File: src/rtl/pc_fetch_unit.sv
// pc_fetch_unit: program counter, IF/ID register and branch/jump redirect for the fetch stage
module pc_fetch_unit #(
  parameter logic [31:0] RESET_PC  = 32'h0000_0000,
  parameter logic [31:0] NOP_INSTR = 32'h0000_0000
) (
  input  logic        clk,
  input  logic        rst,
  input  logic        stall,
  input  logic        branch_eq,
  input  logic        branch_ne,
  input  logic        zero,
  input  logic        jump,
  input  logic [15:0] imm16,
  input  logic [25:0] jump_index,
  input  logic [31:0] instr_in,
  output logic [31:0] address,
  output logic [31:0] if_instr,
  output logic [31:0] if_pc4,
  output logic        if_valid,
  output logic        redirect
);
  logic        br_taken;
  logic        jmp_taken;
  logic [31:0] pc4;
  logic [31:0] br_target;
  logic [31:0] jmp_target;
  logic [31:0] next_pc;
  always_comb begin
    br_taken   = if_valid & ((branch_eq & zero) | (branch_ne & ~zero));
    jmp_taken  = if_valid & jump;
    redirect   = ~stall & (br_taken | jmp_taken);
    pc4        = address + 32'd4;
    br_target  = if_pc4 + {{14{imm16[15]}}, imm16, 2'b00};
    jmp_target = {if_pc4[31:28], jump_index, 2'b00};
    next_pc    = jmp_taken ? jmp_target : br_taken ? br_target : pc4;
  end
  always_ff @(posedge clk) begin
    if (rst) begin
      address  <= RESET_PC;
      if_instr <= NOP_INSTR;
      if_pc4   <= 32'd0;
      if_valid <= 1'b0;
    end else if (!stall) begin
      address  <= next_pc;
      if_instr <= redirect ? NOP_INSTR : instr_in;
      if_pc4   <= redirect ? 32'd0 : pc4;
      if_valid <= ~redirect;
    end
  end
endmodule

File: config.mk
export PLATFORM = sky130hd
export DESIGN_NAME = pc_fetch_unit
export DESIGN_NICKNAME = d
export VERILOG_FILES = /design/src/rtl/pc_fetch_unit.sv
export SDC_FILE = /design/constraint.sdc
export NUM_CORES = 1
export LEC_CHECK = 0
export CAP_MARGIN = 25
export CORE_ASPECT_RATIO = 0.7
export CORE_UTILIZATION = 44
export CTS_BUF_LIST = sky130_fd_sc_hd__clkbuf_16
export DETAILED_ROUTE_END_ITERATION = 8
export PLACE_DENSITY = 0.75
export SLEW_MARGIN = 30
export SYNTH_ARGS = -nofsm -noshare
export SYNTH_HDL_FRONTEND = slang
export SYNTH_SLANG_ARGS = --single-unit
File: constraint.sdc
create_clock -name clk -period 3.05 [get_ports clk]
set_clock_uncertainty 0.15 [all_clocks]
set_input_delay 0.305 -clock clk [delete_from_list [all_inputs] [get_ports clk]]
set_output_delay 0.305 -clock clk [all_outputs]
set_load 0.1 [all_outputs]
==> metrics.txt, run 1 <==
status=finished, final reports clean; crit path max fanout=4; Final Power=3.978 mW; Post-Synthesis Cells=868; global-route wire length before repair=34580 um; TNS Setup=0 ns; synth top area cells=dfxtp_1, a21oi_1, nor2_1; Hold Path Depth=2; final critical-path required period=2.889 ns; I/O pins=179; Core Util, Final=0.6309; unrepaired setup endpoints after global routing=false; CP arrival=3.03 ns; Sequential Area=0.001961 mm2; Yosys top cell area share=0.3068; mux share of post-synthesis cell area=0.01166; sequential element share of the synthesized area=0.3068; startpoint types=input port; Critical Path RT=3.19 ns; Post-synth EDFFs=0; Setup crit end kind=flip-flop; I/O Buffers=178; commonest cells in the netlist=nor2_1, a21oi_1, dfxtp_1; DIE AREA=0.01487 mm2; Vias=7168; Hold Crit Class=input port to flip-flop; Synth cell types=64; antenna-violating nets left=0; Worst-Skew Late Latency=0.35 ns; Worst-path clk slew=0.07 ns; number of global-route vias before repair=6247; Final period util=0.9471; leading area contributor after synthesis=dfxtp_1; drt drc=0; Synth async-reset ratio=0; dpl hpwl=16970 um; Crit Path Class=input port to flip-flop; GRT overflow=0; Synth Area in Adders=0.06248; Slew Viols, Final=0; Netlist Area Pre-Place=0.006329 mm2; Final Hold Fails=0; DIE HEIGHT=102.3 um; MaxCap Viol Count=0; most instantiated library cell after synthesis=nor2_1; layout cells sized above 1=0.1991; setup bufs post-CTS=0; core area=0.01396 mm2; flops & latches, synth=97; H-tree depth=3; largest family of logic cells by synthesized area=compound AO/OA/AOI/OAI gates; CTS tree=yes; area of the multi-input gates=0.004090 mm2; dpl cell area=0.008491 mm2; cell depth of the worst flop-to-flop path=9; PD cells=451.6 mW/mm2; die width=145.3 um; number of diodes=0; Synth Flop Type=dfxtp_1; wirelength, routed=22410 um; Rel. slew slack=0.4912; hold_buf cts=0; worst-case clock buffer depth=2; flop2flop setup slack=0.23 ns; fillers=1280; Avg Inst Size Synth=7.291 um2; Root Buffer=clkbuf_16; clk sink count=97; Via density=5.644; Ys Warns=0; FP Rows=36; fin area=0.008810 mm2; Max Fclk=346.2 MHz; TritonCTS Buffers=9; Final setup viols=0; initial antenna violation count=0; First-pass DRT Iterations=5; nets=1187; simple-gate share of the synthesized area=0.2434; Post-CTS Resized=0; Post-Synth XOR/XNOR Area=0.06643; Peak VDD IR=0.3133 mV; DR iter-0 viols=664; Synthesized Nets=980; Total GRT Usage=0.2952; drt wl/cell=17.65 um; Worst Tran Pin Value=0.7552 ns; largest net degree at the start of global routing=72; initial core utilization=0.4532; Synth Area in Compound Gates=0.2600; Area growth syn-to-layout=39.21%; routability cong.=1.023; static leakage=3.753 nW
-- critical path, cell delays in order --
cell	delay, ns
clkdlybuf4s50_1	0.48
ha_1	0.34
a211oi_1	0.09
o21ai_0	0.62
a31oi_1	0.17
buf_4	0.18
a21oi_1	0.17
nor2b_1	0.14
or4_1	0.43
nand3_1	0.09
-- layout make-up --
cell class,count,share of cell area
Clock buffer,9,0.02556
Clock inverter,7,0.01065
Inverter,24,0.01023
Multi-Input combinational cell,691,0.4643
Sequential cell,97,0.2226
Tap cell,190,0.02698
Timing Repair Buffer,252,0.2397
-- per-stage QoR --
stage | cells | hold WS [ns] | setup slack [ns]
detailed placement | 1254 | 0.3271 | -0.07468
global route | 1270 | 0.2281 | 0.04839
global placement | 1254 | 0.3152 | -0.07062
CTS | 1270 | 0.2211 | 0.2558
floorplan | 868 | 0.3076 | 0.02412
finish | 1270 | 0.2130 | 0.1612
-- flip-flops by register name (all words and copies together), names as in the netlist --
| name | count |
|---|---|
| address | 32 |
| if_instr | 32 |
| if_pc4 | 32 |
| if_valid | 1 |
-- kinds of logic after synthesis --
logic type,count (synthesis)
and+or+nand+nor,345
AOI/OAI and AO/OA,260
DFF,97
buffers and inverters,80
xor gates and xnor gates,48
adders and majority gates,31
muxes,7
-- report_power, final --
group / switching, mW / internal (mW) / leakage (nW)
Combinational: 0.902 / 0.418 / 2.80
Sequential: 0.0748 / 1.33 / 0.798
Clock: 0.528 / 0.721 / 0.158
-- worst paths after layout --
kind,start,endpoint
min reg2reg,if_pc4[0],address[0]
min,rst,if_pc4[25]
max,imm16[1],address[25]
max reg2reg,if_pc4[4],address[25]
-- placed cells by master (no fill, tap or decap), drive strengths merged, types with 4 or more instances in the layout --
master,netlist,routed
nor2b,7,7
a31oi,5,5
inv,24,27
ha,30,30
o22ai,12,12
nand2,95,95
a211oi,13,13
a211o,4,4
and2,6,6
o211ai,4,4
o21a,8,8
clkbuf,45,9
buf,11,174
o21bai,5,5
a221oi,8,8
xnor2,35,35
or3,4,4
and4,5,5
a21o,13,13
a22oi,18,18
nor2,141,141
nand3,21,21
nor3,30,30
mux2i,4,4
o21ai,33,33
a21oi,106,106
dfxtp,97,97
nand4,20,20
xor2,13,13
clkdlybuf4s50,0,78
-- metal layers --
| layer | global-route usage | routed length [um] | share of wire | vias up |
|---|---|---|---|---|
| li1 | - | - | - | 3512 |
| met1 | 0.4386 | 10630 | 0.47 | 3269 |
| met2 | 0.4501 | 9548 | 0.43 | 365 |
| met3 | 0.04866 | 1999 | 0.089 | 22 |
| met4 | 0.05263 | 237 | 0.011 | 0 |
| met5 | 0 | 0 | 0 | - |
Power figures use the tool's default switching activity.
==> run 2: changes to the inputs <==
--- a/config.mk
+++ b/config.mk
@@ -10,7 +10,7 @@
 export CORE_UTILIZATION = 44
 export CTS_BUF_LIST = sky130_fd_sc_hd__clkbuf_16
 export DETAILED_ROUTE_END_ITERATION = 8
-export PLACE_DENSITY = 0.75
+export PLACE_DENSITY_LB_ADDON = 0.12
 export SLEW_MARGIN = 30
 export SYNTH_ARGS = -nofsm -noshare
 export SYNTH_HDL_FRONTEND = slang
==> metrics.txt, run 2 (same netlist as run 1, synthesis figures left out) <==
TritonCTS Buffers=9 (unchanged); nets=1184 (-0.25%); wirelength, routed=22260 um (-0.68%); Peak VDD IR=0.2704 mV (-14%); Comb power frac=0.344 (+0.012); CP dominant cell by count=a211oi_1; largest net degree at the start of global routing=108 (+50%); Final period util=0.9446 (-0.002541); Final Power=3.831 mW (-3.7%); CP arrival=2.95 ns (-0.08 ns); Post-CTS Resized=0 (unchanged); CTS tree=yes; Crit path largest cell delay=0.46 ns (-0.16 ns); Rel. slew slack=0.5351 (+0.04393); DIE HEIGHT=102.3 um (unchanged); routability cong.=1.005 (-1.8%); Area growth syn-to-layout=38.41%; global-route wire length before repair=34220 um (-1.0%); internal power=2.313 mW (-6.5%); GRT overflow=0 (unchanged); Worst Tran Pin Value=0.6909 ns (-0.06428 ns); final critical-path required period=2.881 ns (-0.007750 ns); Worst path slowest cell=clkdlybuf4s50_1; Switch Pwr=1.518 mW (+0.90%); Layout Cells excl Fill=1267 (-0.24%); clock share of power=0.288 (-0.026); Final setup viols=0 (unchanged); Vias=7154 (-0.20%); crit path max fanout=4 (unchanged); worst path bufs/invs=1 (-1); Via density=5.646 (about the same); number of global-route vias before repair=6137 (-1.8%); Worst-Skew Late Latency=0.35 ns (about the same); startpoint types=input port; H-tree depth=3 (unchanged); fillers=1289 (+0.70%); drt drc=0 (unchanged); static leakage=3.719 nW (-0.91%); Hold Slack=0.2920 ns (+0.07900 ns); status=finished, final reports clean; Regs by FF count=address (32), if_instr (32), if_pc4 (32); First-pass DRT Iterations=5 (unchanged); dpl hpwl=16790 um (-1.1%); Worst-path clk slew=0.07 ns (about the same); DIE AREA=0.01487 mm2 (unchanged); Hold Crit Class=input port to flip-flop; Root Buffer=clkbuf_16; setup bufs post-CTS=0 (unchanged); layout cells sized above 1=0.1968 (-0.002231); Crit Path Class=input port to flip-flop; register share of total power=0.368 (+0.014); commonest non-fill, non-tap cell in the layout=buf_4; I/O pins=179 (unchanged); worst-case clock buffer depth=2 (unchanged); Final Hold Fails=0 (unchanged); Inst Count DP=1251 (-0.24%); drt wl/cell=17.57 um (-0.45%); clk sink count=97 (unchanged); MaxCap Viol Count=0 (unchanged); Crit path max-delay family=compound AO/OA/AOI/OAI gates; number of diodes=0 (unchanged); initial antenna violation count=0 (unchanged); Critical Path RT=3.12 ns (-0.07 ns); Setup crit end kind=flip-flop; unrepaired setup endpoints after global routing=false; crit-path cells=clkdlybuf4s50_1, ha_1, a211oi_1, o21ai_0, a31oi_1, a211oi_1, or3_1, a21oi_1, o22ai_1; PD cells=437.3 mW/mm2 (-3.2%); die width=145.3 um (unchanged); Total GRT Usage=0.2919 (-0.003230); core area=0.01396 mm2 (unchanged); Slew Viols, Final=0 (unchanged); hold_buf cts=0 (unchanged); I/O Buffers=178 (unchanged); Switching Share=0.3962 (+0.01811); DR iter-0 viols=703 (+5.9%); FP Rows=36 (unchanged); initial core utilization=0.4532 (unchanged); antenna-violating nets left=0 (unchanged); Max Fclk=347.1 MHz (+0.27%); commonest cells after routing, fill and taps aside=buf_4, nor2_1, a21oi_1, nand2_1, dfxtp_1
run 2: changes by cell type in the layout (fill, tap and decap cells not counted), sizes merged:
| cell | before | now |
|---|---|---|
| bufinv | 2 | 0 |
| clkinv | 1 | 2 |
| buf | 174 | 171 |
| clkinvlp | 1 | 2 |
run 2: worst paths after layout:
kind,startpoint,end,slack [ns],cells after the start
max,imm16[1],address[29],0.17,9
min reg2reg,if_instr[9],if_instr[9],0.34,2
max reg2reg,if_pc4[3],address[29],0.19,8
min,rst,address[12],0.29,5
run 2: power by group through the flow:
stage / Sequential [mW] / Clock [mW] / Combinational, mW
after detailed placement: 1.44 / 0 / 1.30
after CTS: 1.41 / 1.12 / 1.31
after global routing: 1.42 / 1.18 / 1.39
after global placement: 1.44 / 0 / 1.30
after floorplan: 1.89 / 0 / 0.428
final: 1.41 / 1.10 / 1.32
run 2: per-stage QoR:
step	area [um2]	setup TNS, ns	worst slack (ns)	utilization
after floorplan	6355	0	0.02412	-
after global placement	8481	-0.002326	-0.002326	0.6073
after detailed placement	8481	-0.08994	-0.04198	0.6073
after CTS	8760	0	0.2590	0.6273
after global routing	8760	0	0.05754	0.6273
final	8760	0	0.1690	0.6273
run 2: worst register-to-register path, stage by stage (launching register included):
cell      delay, ns
dfxtp_1        0.44
ha_1           0.29
a211oi_1       0.31
o21ai_0        0.32
a31oi_1        0.45
a211oi_1       0.19
or3_1          0.33
a21oi_1        0.16
o22ai_1        0.08
run 2: per-layer routing:
layer / GRT usage / part of all wire / wire length (um) / vias to the layer above
li1: - / - / - / 3511
met1: 0.4463 / 0.50 / 11050 / 3288
met2: 0.4075 / 0.41 / 9018 / 329
met3: 0.06384 / 0.084 / 1875 / 26
met4: 0.06802 / 0.014 / 318 / 0
met5: 0 / 0 / 0 / -
run 2: final cells by class:
cell class,instances,area (um2),area share
Inverter,24,90.09,0.01028
Sequential cell,97,1961,0.2238
Tap cell,190,237.7,0.02714
Timing Repair Buffer,249,2102,0.2400
Clock buffer,9,225.2,0.02571
Multi-Input combinational cell,691,4090,0.4669
Clock inverter,7,53.80,0.006142
==> run 3: changes to the inputs <==
==> constraint.sdc (replaced) <==
create_clock -name clk -period 3.3 [get_ports clk]
set_clock_uncertainty 0.15 [all_clocks]
set_input_delay 0.33 -clock clk [delete_from_list [all_inputs] [get_ports clk]]
set_output_delay 0.33 -clock clk [all_outputs]
set_load 0.1 [all_outputs]
==> metrics.txt, run 3 (same netlist as run 1, synthesis figures left out) <==
routability cong.=0.9601 (-4.5%); WL met3=2021 um (+7.8%); Inst Count DP=1211 (-3.2%); Crit Path Class=input port to flip-flop; die width=145.3 um (unchanged); clk sink count=97 (unchanged); Crit path max-delay family=compound AO/OA/AOI/OAI gates; largest net degree at the start of global routing=80 (-26%); H-tree depth=3 (unchanged); layout cells sized above 1=0.09354 (-0.1033); Sequential Area=0.001942 mm2 (-0.96%); Worst Tran Pin Value=1.005 ns (+0.3137 ns); crit path max fanout=4 (unchanged); internal power=2.263 mW (-2.2%); drt drc=0 (unchanged); Area growth syn-to-layout=36.00%; Hold Crit Class=input port to flip-flop; commonest non-fill, non-tap cell in the layout=nor2_1; Core Util, Final=0.6164 (-0.01093); wirelength, routed=22270 um (about the same); TNS Setup=0 ns (unchanged); initial antenna violation count=0 (unchanged); Rel. slew slack=0.3281 (-0.2070); Slew Viols, Final=0 (unchanged); GRT overflow=0 (unchanged); Total GRT Usage=0.2915 (-0.0004586); max layer used=met4; number of diodes=0 (unchanged); register share of total power=0.356 (-0.012); nets=1144 (-3.4%); dpl cell area=0.008289 mm2 (-2.3%); worst-case clock buffer depth=2 (unchanged); Switching Share=0.3790 (-0.01723); crit-path cells=clkdlybuf4s50_1, ha_1, a211oi_1, o21ai_0, a31oi_1, a21oi_1, nor2b_1, xnor2_1, a211oi_1; CP arrival=2.97 ns (+0.02 ns); flop2flop setup slack=0.54 ns (+0.35 ns); Switch Pwr=1.381 mW (-9.0%); startpoint types=input port; worst path bufs/invs=1 (unchanged); fin area=0.008607 mm2 (-1.7%); Final setup viols=0 (unchanged); I/O pins=179 (unchanged); I/O Buffers=178 (unchanged); dpl hpwl=16610 um (-1.0%); Crit Reg-Reg Endpoint=address[30]; global-route wire length before repair=33790 um (-1.3%); Critical Path RT=3.41 ns (+0.29 ns); First-pass DRT Iterations=5 (unchanged); Post-CTS Resized=0 (unchanged); Final Power=3.644 mW (-4.9%); M1 WL=10910 um (-1.2%); CTS tree=yes; antenna-violating nets left=0 (unchanged); clock share of power=0.316 (+0.028); Root Buffer=clkbuf_16; endpoint of the worst hold path=address[29]; Final period util=0.8654; initial core utilization=0.4532 (unchanged); DR iter-0 viols=597 (-15%); Worst-path clk slew=0.07 ns (about the same); Layout Cells excl Fill=1227 (-3.2%); setup bufs post-CTS=0 (unchanged); final critical-path required period=2.856 ns; Max Fclk=350.2 MHz; TritonCTS Buffers=9 (unchanged); commonest cells after routing, fill and taps aside=nor2_1, clkdlybuf4s50_1, a21oi_1, dfxtp_1, nand2_1; Worst-Skew Late Latency=0.35 ns (about the same); PD cells=423.4 mW/mm2 (-3.2%); MaxCap Viol Count=0 (unchanged); DIE AREA=0.01487 mm2 (unchanged); core area=0.01396 mm2 (unchanged); Comb power frac=0.328 (-0.016); drt wl/cell=18.15 um (+3.3%); Worst path slowest cell=clkdlybuf4s50_1; area of the multi-input gates=0.004085 mm2 (-0.12%); Regs by FF count=address (32), if_instr (32), if_pc4 (32); static leakage=3.431 nW (-7.7%); unrepaired setup endpoints after global routing=false; Setup crit end kind=flip-flop; Hold Path Depth=4 (-1); HP Start=rst; hold_buf cts=0 (unchanged); fillers=1306 (+1.3%); Final Hold Fails=0 (unchanged); FP Rows=36 (unchanged); CP dominant cell by count=a211oi_1; WL met2=9002 um (-0.18%); Crit path largest cell delay=0.51 ns (+0.05 ns); Vias=7060 (-1.3%); DIE HEIGHT=102.3 um (unchanged); cell depth of the worst flop-to-flop path=9 (+1); status=finished, final reports clean; number of global-route vias before repair=6042 (-1.5%); Via density=5.754 (+1.9%); Peak VDD IR=0.2677 mV (-0.98%); worst reg2reg path startpoint=if_pc4[2]
-- run 3: changes by cell type in the layout (fill, tap and decap cells not counted) --
cell	delta
buf_12	-1
clkinv_4	-2
clkinv_1	+1
dfxtp_2	-15
dfxtp_1	+15
bufinv_16	+2
clkdlybuf4s50_1	+59
buf_2	+1
nor2_2	+1
buf_4	-99
nor2_4	-1
clkinvlp_4	-1
-- run 3: final cells by class --
type / count / area share
inverters: 24 / 0.01047
multi-input cells: 691 / 0.4746
repair buffers: 209 / 0.2247
well taps: 190 / 0.02762
flip-flops and latches: 97 / 0.2256
clock inverters: 7 / 0.01076
clock buffers: 9 / 0.02617
-- run 3: layer usage --
metal,vias to the layer above,GRT usage
li1,3432,-
met1,3260,0.4416
met2,340,0.4124
met3,28,0.06071
met4,0,0.07449
met5,-,0
-- run 3: worst max path at each step --
stage | from | to | slack (ns) | cells after the start
after CTS | imm16[0] | address[30] | 0.51 | 10
after global routing | imm16[1] | address[21] | 0.26 | 9
after global placement | imm16[15] | address[31] | 0.16 | 10
after floorplan | address[2] | address[30] | 0.09 | 8
after detailed placement | imm16[0] | address[30] | 0.15 | 10
final | imm16[1] | address[21] | 0.44 | 9
-- run 3: power by group through the flow --
stage          logic (mW)  registers, mW  clock network, mW
2_1_floorplan       0.395           1.74                  0
3_3_place_gp         1.18           1.32                  0
3_5_place_dp         1.18           1.32                  0
4_1_cts              1.18           1.30               1.16
5_1_grt              1.26           1.31               1.21
6_report             1.19           1.30               1.15
-- run 3: worst min-delay path, delay by kind of cell --
family                 cells  cell delay, ns
and+or+nand+nor            1            0.08
AOI/OAI and AO/OA          2            0.16
buffers and inverters      1            0.13
-- run 3: stage by stage --
| step | setup slack, ns | hold WS [ns] |
|---|---|---|
| 3_3_place_gp | 0.1581 | 0.3133 |
| 2_1_floorplan | 0.09275 | 0.3402 |
| 5_1_grt | 0.2626 | 0.2581 |
| 4_1_cts | 0.5065 | 0.2466 |
| 3_5_place_dp | 0.1492 | 0.3261 |
| 6_report | 0.4443 | 0.2543 |
